--- config.mk ---
export PLATFORM = sky130hd
export DESIGN_NAME = ds_mod_da
export DESIGN_NICKNAME = d
export VERILOG_FILES = /design/src/rtl/ds_mod_da.sv
export SDC_FILE = /design/constraint.sdc
export NUM_CORES = 1
export LEC_CHECK = 0
export CORE_AREA = 2 2 107 109
export CTS_CLUSTER_DIAMETER = 40
export DETAILED_ROUTE_END_ITERATION = 16
export DIE_AREA = 0 0 109 111
export PLACE_DENSITY = 0.66
export SLEW_MARGIN = 20
export SYNTH_ARGS = -nofsm -noshare
export SYNTH_HDL_FRONTEND = slang
export SYNTH_SLANG_ARGS = --single-unit
--- constraint.sdc ---
create_clock -name clk -period 4.1 [get_ports clk]
set_input_delay 0.82 -clock clk [delete_from_list [all_inputs] [get_ports clk]]
set_output_delay 0.82 -clock clk [all_outputs]
set_load 0.005 [all_outputs]
--- src/rtl/ds_mod_da.sv ---
// -----------------------------------------------------------------------------
// ds_mod_da -- first-order delta-sigma DAC modulator (1-bit PDM output)
//
// Takes signed PCM samples over a valid/ready handshake into a one-entry
// buffer. Each sample is moved into the modulator register x once every `osr`
// modulator ticks (the sample strobe). A modulator tick (cke) occurs once every
// `div_ratio` clk cycles while `en` is high. The PDM stream drives an external
// RC reconstruction filter.
//
// Optional build macro: DSDAC_DITHER_EN
//   When defined, a 16-bit Fibonacci LFSR adds a small dither (-2..+1 LSB)
//   into the integrator sum to break idle tones on DC inputs. When undefined
//   the output is bit-exact to the plain first-order loop.
//
// Ports:
//   clk           system clock
//   rst           asynchronous, active-high reset
//   en            modulator enable (low freezes divider, osr counter, loop)
//   s_data        signed input sample (`width` bits)
//   s_valid       s_data is valid
//   s_ready       buffer empty, a sample can be accepted this cycle
//   pdm_out       PDM bitstream
//   cke_out       one-clk pulse in the first cycle a new pdm_out is visible
//   req           one-clk pulse, registered sample strobe
//   underrun      one-clk pulse when a strobe found the buffer empty
//   underrun_cnt  saturating underrun count
// -----------------------------------------------------------------------------
module ds_mod_da #(
   parameter int width     = 16,
   parameter int div_ratio = 50,
   parameter int osr       = 64
) (
   input  logic                    clk,
   input  logic                    rst,
   input  logic                    en,
   input  logic signed [width-1:0] s_data,
   input  logic                    s_valid,
   output logic                    s_ready,
   output logic                    pdm_out,
   output logic                    cke_out,
   output logic                    req,
   output logic                    underrun,
   output logic [15:0]             underrun_cnt
);

   localparam int div_w = (div_ratio > 1) ? $clog2(div_ratio) : 1;
   localparam int osr_w = (osr > 1) ? $clog2(osr) : 1;
   localparam logic [div_w-1:0] div_last = div_w'(div_ratio - 1);
   localparam logic [osr_w-1:0] osr_last = osr_w'(osr - 1);

   // Feedback levels: full-scale positive / negative, sign-extended to width+1.
   localparam logic signed [width:0] fb_pos = {2'b00, {(width-1){1'b1}}};
   localparam logic signed [width:0] fb_neg = {2'b11, {(width-1){1'b0}}};

   logic [div_w-1:0]        div_cnt;
   logic [osr_w-1:0]        osr_cnt;
   logic                    cke;
   logic                    strobe;
   logic                    xfer;
   logic                    buf_full;
   logic signed [width-1:0] buf_data;
   logic signed [width-1:0] x;
   logic signed [width:0]   fb;
   logic signed [width:0]   e;
   logic signed [width+1:0] i1;
   logic signed [width+1:0] s_sum;

   assign cke     = en && (div_cnt == div_last);
   assign strobe  = cke && (osr_cnt == osr_last);
   assign s_ready = !buf_full;
   assign xfer    = s_valid && s_ready;

`ifdef DSDAC_DITHER_EN
   logic [15:0]             lfsr;
   logic signed [width+1:0] dith;

   // lfsr[1:0] read as a 2-bit signed value gives -2..+1.
   assign dith = {{width{lfsr[1]}}, lfsr[1:0]};

   always_ff @(posedge clk or posedge rst) begin
      if (rst) begin
         lfsr <= 16'hACE1;
      end else if (cke) begin
         lfsr <= {lfsr[14:0], lfsr[15] ^ lfsr[13] ^ lfsr[12] ^ lfsr[10]};
      end
   end
`endif

   // NOTE: every signal written here is assigned on every pass, so no latch
   // can be inferred; add a default first if a branch is ever introduced.
   always_comb begin
      fb = pdm_out ? fb_pos : fb_neg;
      e  = {x[width-1], x} - fb;
`ifdef DSDAC_DITHER_EN
      s_sum = i1 + {e[width], e} + dith;
`else
      s_sum = i1 + {e[width], e};
`endif
   end

   // Tick divider, osr counter and the modulator loop, all frozen by en=0.
   // NOTE: state registers use non-blocking assignments so every register
   // samples the pre-edge values of the others, independent of block order.
   always_ff @(posedge clk or posedge rst) begin
      if (rst) begin
         div_cnt <= '0;
         osr_cnt <= '0;
         i1      <= '0;
         pdm_out <= 1'b0;
         cke_out <= 1'b0;
      end else begin
         cke_out <= cke;
         if (cke) begin
            div_cnt <= '0;
            osr_cnt <= (osr_cnt == osr_last) ? '0 : osr_cnt + 1'b1;
            i1      <= s_sum;
            pdm_out <= ~s_sum[width+1];
         end else if (en) begin
            div_cnt <= div_cnt + 1'b1;
         end
      end
   end

   // One-entry input buffer and sample strobe. The loop above reads the old x
   // on the strobe edge, so a newly loaded sample takes effect from the next
   // tick. A transfer coinciding with a strobe can only happen with the buffer
   // empty: that strobe is an underrun and the new sample stays in buf_data.
   always_ff @(posedge clk or posedge rst) begin
      if (rst) begin
         buf_full     <= 1'b0;
         buf_data     <= '0;
         x            <= '0;
         req          <= 1'b0;
         underrun     <= 1'b0;
         underrun_cnt <= '0;
      end else begin
         req      <= strobe;
         underrun <= strobe && !buf_full;
         if (strobe && buf_full) begin
            x        <= buf_data;
            buf_full <= 1'b0;
         end else if (xfer) begin
            buf_data <= s_data;
            buf_full <= 1'b1;
         end
         if (strobe && !buf_full && (underrun_cnt != 16'hFFFF)) begin
            underrun_cnt <= underrun_cnt + 16'd1;
         end
      end
   end

endmodule

Word level (Yosys, flattened, before mapping)
Index checks and enable logic that the tools add are counted.

$add $sub $neg: 5. Equality and inequality tests: 3. Multiplexer cells: 6. Bitwise gates (word level): 2. Reduce and logical (&&, ||, !) cells: 10.

Operators by type and width (number): $add 18x18->18 (1); $mux 6 (3); $mux 17 (1); $sub 17x17->17 (1); $add 16x1->16 const B (1); $ne 16x16->1 const B (1); $add 6x1->6 const B (2); $eq 6x6->1 const B (2); $logic_and 1x1->1 (6); $reduce_bool 2->1 (2); $mux 1 (2); $not 1->1 (2); $reduce_and 2->1 (1); $logic_not 1->1 (1).

Register bits: 83. Output and inout port bits: 21. Logic and storage cells: 37.

Depth between registers and ports, before layout
Depth in word-level cells: 6. Gate-level depth with buffers: 18. Mapped depth without buffers: 18.

Least setup slack after synthesis
No wires, ideal clock.

Path type: register to register. Start: register pdm_out. End: register pdm_out. Setup time: 0.135 ns. Arrival time: 3.983 ns. Required time: 3.965 ns. Path slack: -0.018 ns. Stages on the path, launching flop included: 17. Buffers on the path: 0. Cell sequence: dfrtp_1 -> inv_1 -> ha_1 -> a21o_1 -> or4b_1 -> o211ai_1 -> a21oi_1 -> o21ai_0 -> a21oi_1 -> a31oi_1 -> ha_1 -> a21o_1 -> a2111oi_0 -> or2_2 -> o21ai_0 -> xnor3_1 -> o21ai_0.

Longest elaborated chain between the ends: 4.

RTL lines: start, declared (RTL line 39) `output logic pdm_out,`; start signal, assigned (RTL line 117) `pdm_out <= ~s_sum[width+1];`; $mux 17 (RTL line 92) `fb = pdm_out ? fb_pos : fb_neg;`; $sub 17x17->17 (RTL line 93) `e = {x[width-1], x} - fb;`; $add 18x18->18 (RTL line 97) `s_sum = i1 + {e[width], e};`; $not 1->1 (RTL line 117).

Every way passes these cells. A chain may end at the register's enable or synchronous reset.

Final worst setup path
Ends and elaborated chain as after synthesis.

==> results.yml <==
synthesis:
  synth_top_area_share: 0.430
  yosys-top-cells-count: "dfrtp_1, nand2_1, ha_1, o21ai_0"
  synth_edf_count: 0
  yosysMostFrequentCell: "dfrtp_1"
  ys_types: 53
  ys_seq_area_frac: 0.430
  syn_nets: 535
  synthCells: 476
  avgSynthCellArea_sq_um: 10.2
  synth-seq-cells: 83
  synthFlopType: "dfrtp_1"
  synth_area_sq_um: 4830
  yosysWarningCount: 0
  synthArstFlopShare: 1.00
  synthTopCellsByArea: "dfrtp_1, ha_1, mux2_2, xnor2_1, nand2_1"
  synth_top_cell_by_area: "dfrtp_1"
timing:
  slew_violations: 0
  setup_viol: 0
  tightest_slew_ns: 0.752
  finalCritPeriodShare: 0.951
  slew_headroom: 0.498
  finalSetupTns_ns: 0
  fin_ws_ns: 0.202
  hold_slack_ns: 0.485
  finalClockSkew_ns: 0.00518
  min_period_ns: 3.90
  max_freq_mhz: 257
  hold_viol_final: 0
route:
  routed_wl_um: 9870
  wire_per_inst_um: 14.4
  drc: 0
  drtIter0Drc: 193
  via_per_inst: 5.32
  firstDrtPassIters: 4
  ant_nets: 0
  num_vias: 3657
floorplan:
  die_width_um: 109
  initial_utilization: 0.436
  io-pin-count: 41
  fp.dieH_um: 111
  core_sq_um: 11100
  rows: 39
  die_area_sq_um: 12100
power:
  p_total_w: 0.00390
  max-vdd-ir-drop_mv: 0.319
  pwr-share-comb: 0.544
  power_density_nw_per_um2: 647
  seqPwrFrac: 0.236
  internal_power_w: 0.00242
  p_leak_nw: 2.90
  clkPwrFrac: 0.220
  p_sw_frac: 0.379
  switchingPower_w: 0.00148
clock_tree:
  numCtsBuffers: 9
  numClockSinks: 83
  htreeDepth: 3
  clk_path_buf_depth: 2
  cts_tree: "yes"
  clkSlewWorstSetupHoldPaths_ns: 0.06
  clock_latency_ns: 0.34
  cts_root_buffer: "clkbuf_16"
grt:
  antenna_found_initial: 0
  grt_max_degree: 63
  grt_use_met1: 0.240
  gr-max-usage-layer: "met2"
  track_usage: 0.177
  use_met3: 0.0317
  grt_pass1_wl_um: 17000
  gr-usage-met2: 0.282
  gr-total-overflow: 0
  grt_pass1_vias: 3656
placement:
  dp.cells: 668
  port_buffers: 40
  place_ws_ns: -0.0496
  place.gp.congestion: 0.872
  place_hpwl_um: 6960
worst_setup_path:
  cp-start-kind: "flip-flop"
  r2r-start: "pdm_out$_DFFE_PP0P_"
  timing.rr.end: "pdm_out$_DFFE_PP0P_"
  critPathArrivalTime_ns: 4.11
  worst-setup-path-type: "reg -> reg"
  rrSetupSlack_ns: 0.20
  critPathCaptureType: "flip-flop"
  worstRegToRegCells: 17
  cp.required_ns: 4.31
  cp_max_fo: 7
min_path:
  hold_path_end: "i1[17]$_DFFE_PP0P_"
  hold_path_depth: 1
  hold_class: "reg -> reg"
  hold_start: "i1[17]$_DFFE_PP0P_"
finish:
  multi_input_area_sq_um: 2760
  layout.cells.non_filler: 687
  diodes: 0
  area_growth_pct: 24.5
  drive_above_1_share: 0.189
  nets: 599
  n_fill_cell: 962
  regArea_sq_um: 2080
run:
  max_cap_violations: 0
outcome:
  outcome: "finished, final reports clean"
area by class of cell:
class	instances	share of cell area
multi-input cells	363	0.458
flip-flops and latches	83	0.345
repair buffers	67	0.104
clock buffers	13	0.0416
well taps	143	0.0297
inverters	16	0.0118
clock inverters	2	0.00998
power by group through the flow:
stage / combinational (W) / sequential [W] / clock, W
floorplan: 0.00138 / 0.000924 / 0
global placement: 0.00190 / 0.000931 / 0
detailed placement: 0.00192 / 0.000934 / 0
CTS: 0.00195 / 0.000919 / 0.000878
global route: 0.00237 / 0.000927 / 0.000911
finish: 0.00212 / 0.000918 / 0.000859
layout by cell type (no fill, tap or decap), types with 3 or more instances in the layout:
cell type        Yosys  routed
dfrtp_1             83      82
nand2_1             51      51
clkdlybuf4s50_1      0      40
xnor2_1             33      33
mux2_2              33      33
ha_1                37      32
o21ai_0             37      31
nor2_1              26      26
a21oi_1             28      24
buf_4                2      24
a21o_1              15      15
inv_1               15      13
nand4_1             12      12
xor2_1              12      12
nand3_1              9       9
clkbuf_16            0       9
and3_1               8       8
nand2b_1             6       5
a21oi_2              0       4
o211ai_1             4       4
nor3_1               4       4
o21ai_2              0       4
nor2b_1              4       4
o21a_1               3       3
o21ai_1              1       3
ha_4                 0       3
clkbuf_1             8       3
metal layers:
metal,vias to the layer above,share of wire
met2,46,0.49
met3,10,0.027
met5,-,0
li1,1830,-
met4,0,0.015
met1,1771,0.47
critical path, cell delays in order, from the launching register on:
cell        delay [ns]
dfrtp_2           0.39
clkinvlp_4        0.10
buf_12            0.15
ha_4              0.24
a21o_1            0.16
or4b_4            0.51
o211ai_1          0.31
nand2b_1          0.11
a211oi_2          0.19
nor2_1            0.08
ha_1              0.35
a21oi_2           0.17
o21ai_2           0.11
a2111oi_4         0.36
or2_4             0.18
o21ai_1           0.07
xnor3_1           0.21
o21ai_1           0.05
per-stage QoR:
step	area, sq um	util
2_1_floorplan	4840	-
3_3_place_gp	5530	0.499
3_5_place_dp	5530	0.499
4_1_cts	5850	0.528
5_1_grt	6020	0.543
6_report	6020	0.543
logic make-up (layout without fill, tap and decap cells):
| kind of cell | count (synthesis) | count (layout) | share of synthesized area |
|---|---|---|---|
| compound gates | 106 | 106 | 0.134 |
| xor+xnor | 46 | 46 | 0.0862 |
| fa+ha+maj | 39 | 39 | 0.104 |
| buf+inv | 30 | 98 | 0.0267 |
| flops | 83 | 83 | 0.430 |
| mux | 35 | 35 | 0.0810 |
| simple gates | 137 | 137 | 0.139 |
worst max-delay path by stage:
stage	from	to	slack (ns)	cells past startpoint
3_5_place_dp	pdm_out$_DFFE_PP0P_	pdm_out$_DFFE_PP0P_	-0.05	16
2_1_floorplan	pdm_out$_DFFE_PP0P_	pdm_out$_DFFE_PP0P_	0.03	16
6_report	pdm_out$_DFFE_PP0P_	pdm_out$_DFFE_PP0P_	0.20	17
3_3_place_gp	pdm_out$_DFFE_PP0P_	pdm_out$_DFFE_PP0P_	0.05	16
4_1_cts	pdm_out$_DFFE_PP0P_	pdm_out$_DFFE_PP0P_	0.02	16
5_1_grt	pdm_out$_DFFE_PP0P_	i1[16]$_DFFE_PP0P_	-0.006	18
flip-flops by register name (all words and copies together), names as in the netlist:
register      cells
i1               18
buf_data         16
underrun_cnt     16
x                16
div_cnt           6
osr_cnt           6
buf_full          1
cke_out           1
pdm_out           1
req               1
underrun          1
repair_timing:
action,4_1_cts,5_1_grt
resized for setup,2,29
endpoints found under the setup margin,1,8
hold buffers,0,0
pin swaps,0,15
buffers inserted,0,4
gates cloned,0,0
Note: power is estimated with default switching activity, not from simulation.
